## src/rtl/reg_scoreboard_pkg.sv

```systemverilog
// Shared types and defaults for the register scoreboard.
// Optional feature macro: SCBD_WB_BYPASS_EN (see reg_scoreboard.sv).
package reg_scoreboard_pkg;

  localparam int unsigned NUM_REGS          = 32;
  localparam int unsigned RADDR_W           = 5;
  localparam int unsigned SCBD_MAX_INFLIGHT = 2;

  typedef logic [RADDR_W-1:0] raddr_t;

  typedef struct packed {
    logic   valid;
    logic   we_rd;
    raddr_t rd_addr;
  } s_scbd_issue_t;

endpackage

```

## src/rtl/reg_scoreboard.sv

```systemverilog
// Register scoreboard: counts in-flight rd writes and stalls decode on RAW hazards or a full window.
// Optional macro SCBD_WB_BYPASS_EN: a writeback retiring the last pending write clears the source hazard in the same cycle.
module reg_scoreboard
  import reg_scoreboard_pkg::*;
#(
  parameter int unsigned MAX_INFLIGHT = SCBD_MAX_INFLIGHT
) (
  input  logic                clk,
  input  logic                rst,
  input  logic                issue_valid_i,
  input  logic                issue_ready_i,
  input  logic                issue_we_rd_i,
  input  logic [RADDR_W-1:0]  issue_rd_addr_i,
  input  logic                flush_i,
  input  logic [RADDR_W-1:0]  rs1_addr_i,
  input  logic                rs1_used_i,
  input  logic [RADDR_W-1:0]  rs2_addr_i,
  input  logic                rs2_used_i,
  input  logic                wb_we_rd_i,
  input  logic [RADDR_W-1:0]  wb_rd_addr_i,
  output logic                stall_o,
  output logic [NUM_REGS-1:0] pending_o,
  output logic                busy_o,
  output logic                err_o
);

  localparam int unsigned      CNT_W   = $clog2(MAX_INFLIGHT + 1);
  localparam logic [CNT_W-1:0] CNT_MAX = CNT_W'(MAX_INFLIGHT);
  localparam logic [CNT_W-1:0] CNT_ONE = CNT_W'(1);

  logic [CNT_W-1:0]    cnt_q [NUM_REGS];
  logic [CNT_W-1:0]    cnt_d [NUM_REGS];
  logic [CNT_W-1:0]    total_q, total_d;
  logic                err_q, err_d;

  s_scbd_issue_t       issue;
  logic                wb_hit, wb_ok, wb_orphan;
  logic                byp1, byp2, haz1, haz2, full, iss;
  logic [NUM_REGS-1:0] iss_oh, wb_oh;

  // A flushed slot is treated as a NOP for both stall and issue.
  assign issue.valid   = issue_valid_i & ~flush_i;
  assign issue.we_rd   = issue_we_rd_i;
  assign issue.rd_addr = issue_rd_addr_i;

  assign wb_hit    = wb_we_rd_i & (wb_rd_addr_i != '0);
  assign wb_ok     = wb_hit & (cnt_q[wb_rd_addr_i] != '0);
  assign wb_orphan = wb_hit & ~wb_ok;

`ifdef SCBD_WB_BYPASS_EN
  assign byp1 = wb_hit & (wb_rd_addr_i == rs1_addr_i) & (cnt_q[rs1_addr_i] == CNT_ONE);
  assign byp2 = wb_hit & (wb_rd_addr_i == rs2_addr_i) & (cnt_q[rs2_addr_i] == CNT_ONE);
`else
  assign byp1 = 1'b0;
  assign byp2 = 1'b0;
`endif

  assign haz1 = rs1_used_i & (rs1_addr_i != '0) & (cnt_q[rs1_addr_i] != '0) & ~byp1;
  assign haz2 = rs2_used_i & (rs2_addr_i != '0) & (cnt_q[rs2_addr_i] != '0) & ~byp2;
  assign full = (total_q == CNT_MAX) | (issue.we_rd & (cnt_q[issue.rd_addr] == CNT_MAX));

  // Independent of issue_ready_i so decode can use it without a loop.
  assign stall_o = issue.valid & (haz1 | haz2 | full);

  assign iss = issue.valid & issue_ready_i & ~stall_o & issue.we_rd & (issue.rd_addr != '0);

  assign iss_oh = iss   ? (NUM_REGS'(1) << issue.rd_addr) : '0;
  assign wb_oh  = wb_ok ? (NUM_REGS'(1) << wb_rd_addr_i)  : '0;

  always_comb begin
    cnt_d = cnt_q;
    for (int unsigned r = 1; r < NUM_REGS; r++) begin
      if (iss_oh[r] & ~wb_oh[r]) begin
        cnt_d[r] = cnt_q[r] + CNT_ONE;
      end else if (~iss_oh[r] & wb_oh[r]) begin
        cnt_d[r] = cnt_q[r] - CNT_ONE;
      end
    end
  end

  always_comb begin
    total_d = total_q;
    unique case ({iss, wb_ok})
      2'b10:   total_d = total_q + CNT_ONE;
      2'b01:   total_d = total_q - CNT_ONE;
      default: total_d = total_q;
    endcase
    err_d = err_q | wb_orphan;
  end

  always_ff @(posedge clk) begin
    if (!rst) begin
      cnt_q   <= '{default: '0};
      total_q <= '0;
      err_q   <= 1'b0;
    end else begin
      cnt_q   <= cnt_d;
      total_q <= total_d;
      err_q   <= err_d;
    end
  end

  always_comb begin
    pending_o = '0;
    for (int unsigned r = 0; r < NUM_REGS; r++) begin
      pending_o[r] = (cnt_q[r] != '0);
    end
  end

  assign busy_o = (total_q != '0);
  assign err_o  = err_q;

endmodule

```

## config.mk

```make
export PLATFORM = sky130hd
export DESIGN_NAME = reg_scoreboard
export DESIGN_NICKNAME = d
export VERILOG_FILES = /design/src/rtl/reg_scoreboard_pkg.sv /design/src/rtl/reg_scoreboard.sv
export SDC_FILE = /design/constraint.sdc
export NUM_CORES = 1
export LEC_CHECK = 0
export ABC_CLOCK_PERIOD_IN_PS = 3400
export BUFFER_PORTS_ARGS = -buffer_cell sky130_fd_sc_hd__buf_2
export CAP_MARGIN = 20
export CORE_MARGIN = 2
export CORE_UTILIZATION = 55
export CTS_BUF_LIST = sky130_fd_sc_hd__clkbuf_4
export DETAILED_ROUTE_END_ITERATION = 7
export GPL_ROUTABILITY_DRIVEN = 0
export HOLD_SLACK_MARGIN = 0.06
export PLACE_DENSITY = 0.76
export SETUP_SLACK_MARGIN = 0.15
export SLEW_MARGIN = 0
export SYNTH_ARGS = -nofsm -noshare
export SYNTH_HDL_FRONTEND = slang
export SYNTH_SLANG_ARGS = --single-unit
```

## constraint.sdc

```tcl
create_clock -name clk -period 3.4 [get_ports clk]
set_input_delay 0 -clock clk [delete_from_list [all_inputs] [get_ports clk]]
set_output_delay 0 -clock clk [all_outputs]
set_load 0.01 [all_outputs]
```

==> impl_metrics.py, run 1 <==
metrics = {
    "cts": {
        "cts_tree": "done",
        "postCtsSetupRepairBufs": 0,
        "numCtsBuffers": 9,
        "path_clk_slew_ps": 110,
        "clockRootBuffer": "clkbuf_4",
        "clk_path_buf_depth": 2,
        "cts_num_sinks": 65,
        "worst_skew_pair.late_latency_ps": 430,
        "htreeDepth": 3,
    },
    "sta": {
        "slew_viol_final": 0,
        "hold_ws_ps": 160,
        "fin_skew_ps": 14.2,
        "setup_viol": 0,
        "period_needed_ps": 3180,
        "setup_tns_ps": 0,
        "fmax_mhz": 315,
        "max-slew-margin-rel_pct": 63.2,
        "finalCritPeriodShare_pct": 93.5,
        "hold_viol_final": 0,
        "rsz0062_at_grt": "no",
        "tightest_slew_ps": 551,
        "fin_ws_ps": 221,
    },
    "synth": {
        "synth_most_common_cell": "nor2_1",
        "synth_commonest_cells": "nor2_1, dfxtp_1, xor2_1, o21ai_0, nand2_1",
        "yosys.area.top_type": "dfxtp_1",
        "syn_nets": 696,
        "ys_ff_latch": 65,
        "yosysUniqueCellTypes": 51,
        "synthesis.area_mm2": 0.00511,
        "synth_top_area_share_pct": 25.5,
        "synth_flop_cell": "dfxtp_1",
        "async_flop_share_pct": 0,
        "yosys_warnings": 0,
        "synthCells": 635,
        "synth_edf_count": 0,
        "yosysSeqAreaShare_pct": 25.5,
        "syn_avg_cell_area_um2": 8.04,
        "netlist_top_cells_area": "dfxtp_1, xor2_1, mux4_2, ha_1, nor2_1",
    },
    "cells_and_area": {
        "area_growth_pct": 11.9,
        "final_cells": 802,
        "fill_cells": 821,
        "postLayoutCoreUtil_pct": 62.7,
        "n_antenna_cell": 0,
        "finalNetCount": 748,
        "fin_area_mm2": 0.00572,
        "layout-drive-gt1-share_pct": 20.7,
    },
    "global_routing": {
        "grt-ovfl-total": 0,
        "track_usage_pct": 30.2,
        "grt_max_degree": 66,
        "grt_pass1_wl_mm": 23.8,
        "grt_pass1_vias": 4822,
        "antenna_found_initial": 0,
    },
    "power": {
        "fin_total_pwr_mw": 1.50,
        "p_per_area_mw_per_mm2": 262,
        "max-vdd-ir-drop_v": 0.000194,
        "seqPwrFrac_pct": 51.3,
        "p_leak_nw": 2.54,
        "p_sw_mw": 0.430,
        "comb_power_share_pct": 13.8,
        "p_sw_share_pct": 28.8,
        "p_int_mw": 1.07,
        "p_clk_share_pct": 34.9,
    },
    "detailed_routing": {
        "postRouteAntennaNets": 0,
        "drt_first_pass_iters": 8,
        "viasPerCell": 6.28,
        "post_drt_wl_per_cell_um": 18.3,
        "vias": 5033,
        "drc": 0,
        "drt-initial-drc-count": 476,
        "drt_wl_total_mm": 14.6,
    },
    "critical_path": {
        "crit_path_end": "cnt_q[57]",
        "path_cells": "nor2_1 > mux4_2 > mux2i_4 > nand2_1 > a211o_4 > nor3_1 > nand3_1 > ha_1 > or3_1 > a21oi_1",
        "r2r-start": "cnt_q[39]",
        "critPathLaunch": "cnt_q[39]",
        "path_delay_family": "simple AND/OR/NAND/NOR gates",
        "crit_path_max_incr_delay_ps": 500,
        "crit_type": "flop to flop",
        "rr_endpoint": "cnt_q[57]",
        "crit_fanout": 5,
        "rrSetupSlack_ps": 220,
        "cp_slowest_cell": "mux4_2",
        "reg2regPathDepth": 10,
        "end_kind": "flop",
        "path_buf_inv": 0,
        "worst-path-stages": 10,
        "required_ps": 3760,
        "startpoint_type": "flop",
        "arrival_ps": 3540,
    },
    "min_path": {
        "hold_class": "primary input to flop",
        "worstHoldPathCells": 4,
    },
    "placement": {
        "dp.cells": 785,
        "hpwl_mm": 11.0,
        "io_buffers": 62,
        "dpl_cell_area_mm2": 0.00549,
        "pre_cts_ws_ps": 271,
    },
    "die": {
        "die_area_mm2": 0.0101,
        "ios": 64,
        "start_util_pct": 56.1,
        "fp.coreArea_mm2": 0.00911,
        "die_w_um": 100,
        "std_cell_rows": 35,
        "die_height_um": 100,
    },
    "flow_run": {
        "maxCapViolCount": 0,
    },
    "outcome": {
        "status": "complete, no violations",
    },
}
final cells by class:
class,count,area (µm²),area share [%]
multi-input cells,498,3570,62.4
well taps,111,139,2.43
inverters,42,158,2.76
clock inverters,4,45.0,0.788
repair buffers,71,405,7.09
clock buffers,11,82.6,1.44
flip-flops and latches,65,1320,23.1
power groups by stage:
| stage | combinational (mW) | clock (mW) | sequential, mW |
|---|---|---|---|
| 2_1_floorplan | 0.120 | 0 | 0.785 |
| 3_3_place_gp | 0.188 | 0 | 0.785 |
| 3_5_place_dp | 0.191 | 0 | 0.785 |
| 4_1_cts | 0.193 | 0.531 | 0.768 |
| 5_1_grt | 0.217 | 0.566 | 0.768 |
| 6_report | 0.206 | 0.523 | 0.768 |
metal layers:
layer,global-route usage [%],up-vias,wire (µm)
met5,0,-,0
met4,15.5,0,549
met3,6.13,56,1130
met2,50.8,269,7140
met1,36.6,2353,5830
li1,-,2355,-
timing repair:
action	CTS	global route
resized for setup	0	23
hold buffers	1	0
endpoints found under the setup margin	0	10
endpoints found under the hold margin	1	0
worst min-delay path by stage:
stage,from,to
2_1_floorplan,rst,err_o
6_report,wb_we_rd_i,err_o
3_5_place_dp,rst,err_o
3_3_place_gp,rst,err_o
5_1_grt,wb_we_rd_i,err_o
4_1_cts,wb_we_rd_i,err_o
state kept, by name, summed over array words and instances (netlist names):
name	count
total_q	2
cnt_q	62
err_o	1
tightest hold or removal path, delay by kind of cell:
family,cells,cell delay [ps]
buffers and inverters,1,90
AOI/OAI and AO/OA,2,320
and+or+nand+nor,1,150
cells in the final DEF (no fill, tap or decap), types with 5 or more instances in the layout:
master / Yosys / final
nor2_1: 73 / 72
xor2_1: 63 / 63
buf_2: 9 / 62
dfxtp_1: 65 / 51
o21ai_0: 43 / 43
nand2_1: 40 / 40
a21oi_1: 39 / 39
inv_1: 39 / 38
or3_1: 35 / 35
ha_1: 32 / 32
nor3_1: 27 / 26
mux4_2: 20 / 20
nand2b_1: 14 / 14
dfxtp_2: 0 / 14
nand3_1: 12 / 12
nor4_1: 15 / 12
clkbuf_4: 0 / 11
nor2b_1: 9 / 9
nand3b_1: 9 / 9
buf_4: 2 / 6
mux2i_1: 7 / 5
o311ai_0: 5 / 5
mux2_2: 5 / 5
kinds of logic after synthesis:
kind of cell             Yosys count  synth area share, %
multiplexers                      32                 11.3
AND/OR/NAND/NOR                  259                 26.1
other                              1               0.0734
XOR/XNOR                          64                 11.0
buffers and inverters             72                 5.66
AO/OA/AOI/OAI                    110                 12.5
adder cells (fa/ha/maj)           32                 7.84
flip-flops                        65                 25.5
No activity file was read; power rests on OpenSTA's default activity.
==> run 2, diff against run 1 <==
--- a/config.mk
+++ b/config.mk
@@ -5,6 +5,7 @@
 export SDC_FILE = /design/constraint.sdc
 export NUM_CORES = 1
 export LEC_CHECK = 0
+export ABC_AREA = 1
 export ABC_CLOCK_PERIOD_IN_PS = 3400
 export BUFFER_PORTS_ARGS = -buffer_cell sky130_fd_sc_hd__buf_2
 export CAP_MARGIN = 20
==> run 2 against run 1 <==
- clock skew is 3.7 ps higher
- highest routed layer unchanged
- largest power group unchanged
- critical endpoint is now cnt_q[15]
- critical path depth is 9 higher
- register-to-register slack better by 160 ps
- sequential power is 2% higher
==> impl_metrics.py, run 2 <==
metrics = {
    "die": {
        "die_height_um": 104,
        "start_util_pct": 56.4,
        "die_area_mm2": 0.0108,
        "fp.coreArea_mm2": 0.00973,
        "die_w_um": 104,
        "std_cell_rows": 36,
        "ios": 64,
    },
    "cts": {
        "htreeDepth": 3,
        "cts_num_sinks": 65,
        "clockRootBuffer": "clkbuf_4",
        "clk_path_buf_depth": 2,
        "path_clk_slew_ps": 120,
        "cts_tree": "done",
        "numCtsBuffers": 9,
        "worst_skew_pair.late_latency_ps": 450,
        "postCtsSetupRepairBufs": 0,
    },
    "detailed_routing": {
        "drt-initial-drc-count": 845,
        "viasPerCell": 5.87,
        "postRouteAntennaNets": 0,
        "post_drt_wl_per_cell_um": 16.9,
        "drt_first_pass_iters": 6,
        "drt_wl_total_mm": 18.3,
        "drc": 0,
        "vias": 6366,
    },
    "placement": {
        "hpwl_mm": 13.4,
        "io_buffers": 62,
        "pre_cts_ws_ps": 134,
        "dp.cells": 1068,
        "dpl_cell_area_mm2": 0.00586,
    },
    "global_routing": {
        "track_usage_pct": 33.6,
        "grt_pass1_wl_mm": 28.8,
        "grt_max_degree": 35,
        "antenna_found_initial": 0,
        "grt-ovfl-total": 0,
        "grt_pass1_vias": 5617,
    },
    "critical_path": {
        "cp_slowest_cell": "nor2_1",
        "path_buf_inv": 1,
        "reg2regPathDepth": 19,
        "required_ps": 3740,
        "crit_fanout": 7,
        "startpoint_type": "flop",
        "path_delay_family": "simple AND/OR/NAND/NOR gates",
        "crit_type": "flop to flop",
        "worst-path-stages": 19,
        "end_kind": "flop",
        "crit_path_max_incr_delay_ps": 390,
        "path_cells": "nor2_1 > nand2_1 > nand2_1 > nor2_1 > nand2_1 > nand3_1 > nand2_1 > nand2_1 > nand3_1 > nand2_1 > o21bai_2 > nand2_2 > buf_4 > nor2_2 > ha_1 > a21oi_1 > o21ai_0 > o21ai_0 > a21oi_1",
        "arrival_ps": 3360,
        "cpMostUsedCell": "nand2_1",
    },
    "power": {
        "p_leak_nw": 2.67,
        "max-vdd-ir-drop_v": 0.000170,
        "fin_total_pwr_mw": 1.53,
        "p_per_area_mw_per_mm2": 255,
    },
    "cells_and_area": {
        "final_cell_mix": "nand2_1, nor2_1, inv_1, a21oi_1, o21ai_0",
        "regMostFlops": "cnt_q",
        "largest_register_ff_count": 62,
        "n_antenna_cell": 0,
        "finalNetCount": 1009,
        "area_growth_pct": 9.33,
        "fin_area_mm2": 0.00600,
        "final_cells": 1084,
        "final_common_cell": "nand2_1",
        "postLayoutCoreUtil_pct": 61.6,
        "layout-drive-gt1-share_pct": 14.1,
    },
    "synth": {
        "async_flop_share_pct": 0,
        "netlist_top_cells_area": "dfxtp_1, nand2_1, nor2_1, a21oi_1, inv_1",
        "syn_avg_cell_area_um2": 6.11,
        "synth_most_common_cell": "nand2_1",
        "syn_nets": 959,
        "synth_flop_cell": "dfxtp_1",
        "synthCells": 898,
        "synth_edf_count": 0,
        "synth_top_area_share_pct": 23.7,
        "ys_ff_latch": 65,
        "yosysSeqAreaShare_pct": 23.7,
        "yosys.area.top_type": "dfxtp_1",
        "synth_commonest_cells": "nand2_1, nor2_1, inv_1, a21oi_1, o21ai_0",
        "synthesis.area_mm2": 0.00548,
        "yosysUniqueCellTypes": 31,
        "yosys_warnings": 0,
    },
    "sta": {
        "setup_viol": 0,
        "fmax_mhz": 331,
        "fin_skew_ps": 17.9,
        "hold_ws_ps": 147,
        "period_needed_ps": 3020,
        "max-slew-margin-rel_pct": 53.1,
        "slew_viol_final": 0,
        "tightest_slew_ps": 704,
        "hold_viol_final": 0,
        "setup_tns_ps": 0,
        "finalCritPeriodShare_pct": 88.9,
        "rsz0062_at_grt": "no",
        "fin_ws_ps": 377,
    },
    "min_path": {
        "worstHoldPathCells": 3,
        "hold_class": "primary input to flop",
    },
    "flow_run": {
        "maxCapViolCount": 0,
    },
    "outcome": {
        "status": "complete, no violations",
    },
}
[run 2: cell types whose count changed after synthesis, sizes merged, moves of 31 or more]
| cell | previous run | this run |
|---|---|---|
| or3 | 35 | 0 |
| a21oi | 39 | 86 |
| inv | 41 | 115 |
| nand3 | 12 | 72 |
| nand2 | 40 | 149 |
| nand4 | 3 | 34 |
| nor2 | 73 | 163 |
| o21ai | 43 | 75 |
| xor2 | 63 | 31 |
[run 2: logic make-up (layout without fill, tap and decap cells)]
kind of cell / count (synthesis) / count (layout) / share of synthesized area, %
fa+ha+maj: 32 / 32 / 7.30
simple gates: 437 / 437 / 35.2
xor+xnor: 31 / 31 / 4.95
compound gates: 177 / 177 / 17.0
other cells: 1 / 1 / 0.0684
flops: 65 / 65 / 23.7
buf+inv: 155 / 208 / 11.7
[run 2: per-layer routing]
metal / track usage, % / up-vias / share of wire, %
li1: - / 3057 / -
met1: 45.9 / 2752 / 40
met2: 50.6 / 465 / 41
met3: 7.39 / 92 / 14
met4: 15.6 / 0 / 5.0
met5: 0 / - / 0
[run 2: path summary, 6_finish.rpt]
kind             start   endpoint  slack [ps]
max           cnt_q[0]  cnt_q[15]         380
min                rst  cnt_q[33]         150
max reg2reg   cnt_q[0]  cnt_q[15]         380
min reg2reg  cnt_q[19]  cnt_q[19]         490
[run 2: layout make-up]
type	count	area [µm²]
clock buffers	9	67.6
clock inverters	5	25.0
fillers	977	3730
inverters	117	439
multi-input cells	678	3560
flip-flops and latches	65	1300
well taps	133	166
repair buffers	77	433
[run 2: tightest hold or removal path: stages]
cell and delay (ps):
buf_2 330, o21ai_0 170, a21oi_1 50
[run 2: what timing repair did]
action                                  in CTS  in global routing
endpoints found under the setup margin       0                 27
hold buffers                                 1                  0
endpoints found under the hold margin        1                  0
gates resized for setup                      0                  8
[run 2: report_power, final]
group          switching [mW]  internal, mW
Sequential            0.00954         0.771
Clock                   0.297         0.135
Combinational           0.226        0.0876
==> run 3, diff against run 2 <==
--- a/config.mk
+++ b/config.mk
@@ -9,13 +9,15 @@
 export ABC_CLOCK_PERIOD_IN_PS = 3400
 export BUFFER_PORTS_ARGS = -buffer_cell sky130_fd_sc_hd__buf_2
 export CAP_MARGIN = 20
+export CELL_PAD_IN_SITES_DETAIL_PLACEMENT = 1
+export CELL_PAD_IN_SITES_GLOBAL_PLACEMENT = 2
 export CORE_MARGIN = 2
-export CORE_UTILIZATION = 55
+export CORE_UTILIZATION = 32
 export CTS_BUF_LIST = sky130_fd_sc_hd__clkbuf_4
 export DETAILED_ROUTE_END_ITERATION = 7
 export GPL_ROUTABILITY_DRIVEN = 0
 export HOLD_SLACK_MARGIN = 0.06
-export PLACE_DENSITY = 0.76
+export PLACE_DENSITY = 0.9
 export SETUP_SLACK_MARGIN = 0.15
 export SLEW_MARGIN = 0
 export SYNTH_ARGS = -nofsm -noshare
==> run 3 against run 2 <==
- die area increased by 69%
- largest power group unchanged
- first-iteration DRC count decreased by 48%
- design area increased by 4.9%
- count of clock-buffer cells in the layout unchanged
- register-to-register slack improved by 50 ps
- largest cell class unchanged
- hold slack improved by 25 ps
- critical path depth unchanged
- critical path type unchanged
- critical endpoint is now cnt_q[13]
==> impl_metrics.py, run 3 (synthesis gave the netlist of run 2 again) <==
metrics = {
    "outcome": {
        "status": "complete, no violations",
    },
    "min_path": {
        "hold_class": "primary input to flop",
    },
    "die": {
        "std_cell_rows": 47,
        "fp.coreArea_mm2": 0.0166,
        "die_height_um": 135,
        "die_area_mm2": 0.0182,
        "start_util_pct": 33.0,
        "die_w_um": 135,
        "ios": 64,
    },
    "power": {
        "p_sw_mw": 0.567,
        "comb_power_share_pct": 17.7,
        "seqPwrFrac_pct": 41.7,
        "max-vdd-ir-drop_v": 0.000140,
        "p_per_area_mw_per_mm2": 297,
        "p_int_mw": 1.30,
        "p_sw_share_pct": 30.3,
        "p_clk_share_pct": 40.6,
        "p_leak_nw": 2.77,
    },
    "critical_path": {
        "required_ps": 3760,
        "arrival_ps": 3340,
        "end_kind": "flop",
        "crit_type": "flop to flop",
        "crit_fanout": 32,
        "startpoint_type": "flop",
    },
    "global_routing": {
        "track_usage_pct": 24.8,
        "grt_pass1_vias": 6211,
        "antenna_found_initial": 0,
        "grt_max_degree": 35,
        "grt_pass1_wl_mm": 34.4,
        "grt-ovfl-total": 0,
    },
    "cells_and_area": {
        "postLayoutCoreUtil_pct": 37.8,
        "finalNetCount": 1016,
        "layout-drive-gt1-share_pct": 15.4,
        "fin_area_mm2": 0.00629,
        "final_cell_mix": "nand2_1, nor2_1, inv_1, a21oi_1",
        "n_antenna_cell": 0,
        "final_common_cell": "nand2_1",
        "largest_register_ff_count": 62,
        "regMostFlops": "cnt_q",
        "area_growth_pct": 14.7,
        "fill_cells": 2255,
    },
    "cts": {
        "numCtsBuffers": 9,
        "clk_path_buf_depth": 2,
        "cts_tree": "done",
        "postCtsSetupRepairBufs": 0,
        "htreeDepth": 3,
        "path_clk_slew_ps": 130,
        "worst_skew_pair.late_latency_ps": 460,
        "clockRootBuffer": "clkbuf_4",
        "cts_num_sinks": 65,
    },
    "placement": {
        "io_buffers": 62,
        "hpwl_mm": 16.8,
        "dpl_cell_area_mm2": 0.00603,
    },
    "sta": {
        "period_needed_ps": 2980,
        "rsz0062_at_grt": "no",
        "fin_skew_ps": 19.5,
        "max-slew-margin-rel_pct": 48.5,
        "slew_viol_final": 0,
        "tightest_slew_ps": 773,
        "setup_viol": 0,
        "setup_tns_ps": 0,
        "hold_viol_final": 0,
        "fmax_mhz": 336,
        "finalCritPeriodShare_pct": 87.6,
    },
    "detailed_routing": {
        "drt_first_pass_iters": 5,
        "drt_wl_total_mm": 22.1,
        "post_drt_wl_per_cell_um": 18.7,
        "drt-initial-drc-count": 436,
        "postRouteAntennaNets": 0,
        "viasPerCell": 5.36,
        "vias": 6320,
        "drc": 0,
    },
    "flow_run": {
        "maxCapViolCount": 0,
    },
}
-- run 3: repair_timing --
| item | 4_1_cts | 5_1_grt |
|---|---|---|
| hold buffers | 1 | 0 |
| endpoints found under the hold margin | 1 | 0 |
| gates resized for setup | 0 | 18 |
| setup endpoints to repair | 0 | 32 |
-- run 3: power by group through the flow --
| stage | clock network (mW) | logic, mW | registers, mW |
|---|---|---|---|
| final | 0.759 | 0.331 | 0.781 |
| after global routing | 0.811 | 0.360 | 0.783 |
| after CTS | 0.773 | 0.324 | 0.780 |
| after detailed placement | 0 | 0.321 | 0.797 |
| after global placement | 0 | 0.319 | 0.797 |
| after floorplan | 0 | 0.195 | 0.795 |
-- run 3: layer usage --
| layer | up-vias | part of all wire [%] | GRT usage (%) |
|---|---|---|---|
| met4 | 0 | 3.2 | 9.59 |
| met2 | 225 | 44 | 39.5 |
| met1 | 2992 | 45 | 32.9 |
| met3 | 47 | 7.6 | 4.95 |
| met5 | - | 0 | 0 |
| li1 | 3056 | - | - |
-- run 3: layout make-up --
cell class / count / area, µm² / area share, %
tap: 220 / 275 / 4.38
clock buffer: 9 / 67.6 / 1.07
clock inverter: 6 / 131 / 2.09
timing repair buffer: 84 / 494 / 7.86
sequential: 65 / 1300 / 20.7
multi-input combinational: 678 / 3580 / 56.9
inverter: 117 / 439 / 6.98
-- run 3: stage by stage --
stage	setup WS (ps)	std cells	total power, mW	hold WS [ps]
finish	423	1179	1.87	172
global route	166	1179	1.95	173
CTS	228	1179	1.88	136
detailed placement	207	1163	1.12	436
global placement	140	1162	1.12	434
floorplan	1070	898	0.990	138
-- run 3: worst paths after layout --
kind	cells after the start	slack (ps)	start	end
hold / removal	3	170	rst	cnt_q[35]
setup reg to reg	19	420	cnt_q[4]	cnt_q[13]
setup / recovery	19	420	cnt_q[4]	cnt_q[13]
hold reg to reg	1	480	total_q[1]	total_q[1]
-- run 3: critical path, cell delays in order (launching register included) --
cell and delay [ps]:
dfxtp_1 390, inv_1 90, nand2_1 190, nor2_1 90, nor2_1 100, nand3_1 120
nand2_1 90, nand2_1 50, nand3_1 60, nand3_1 80, nand2_1 210, o21bai_2 120
nand2_2 90, buf_12 250, nor2_2 50, ha_1 320, a21oi_1 150, o21ai_0 150
o21ai_0 190, a21oi_1 60
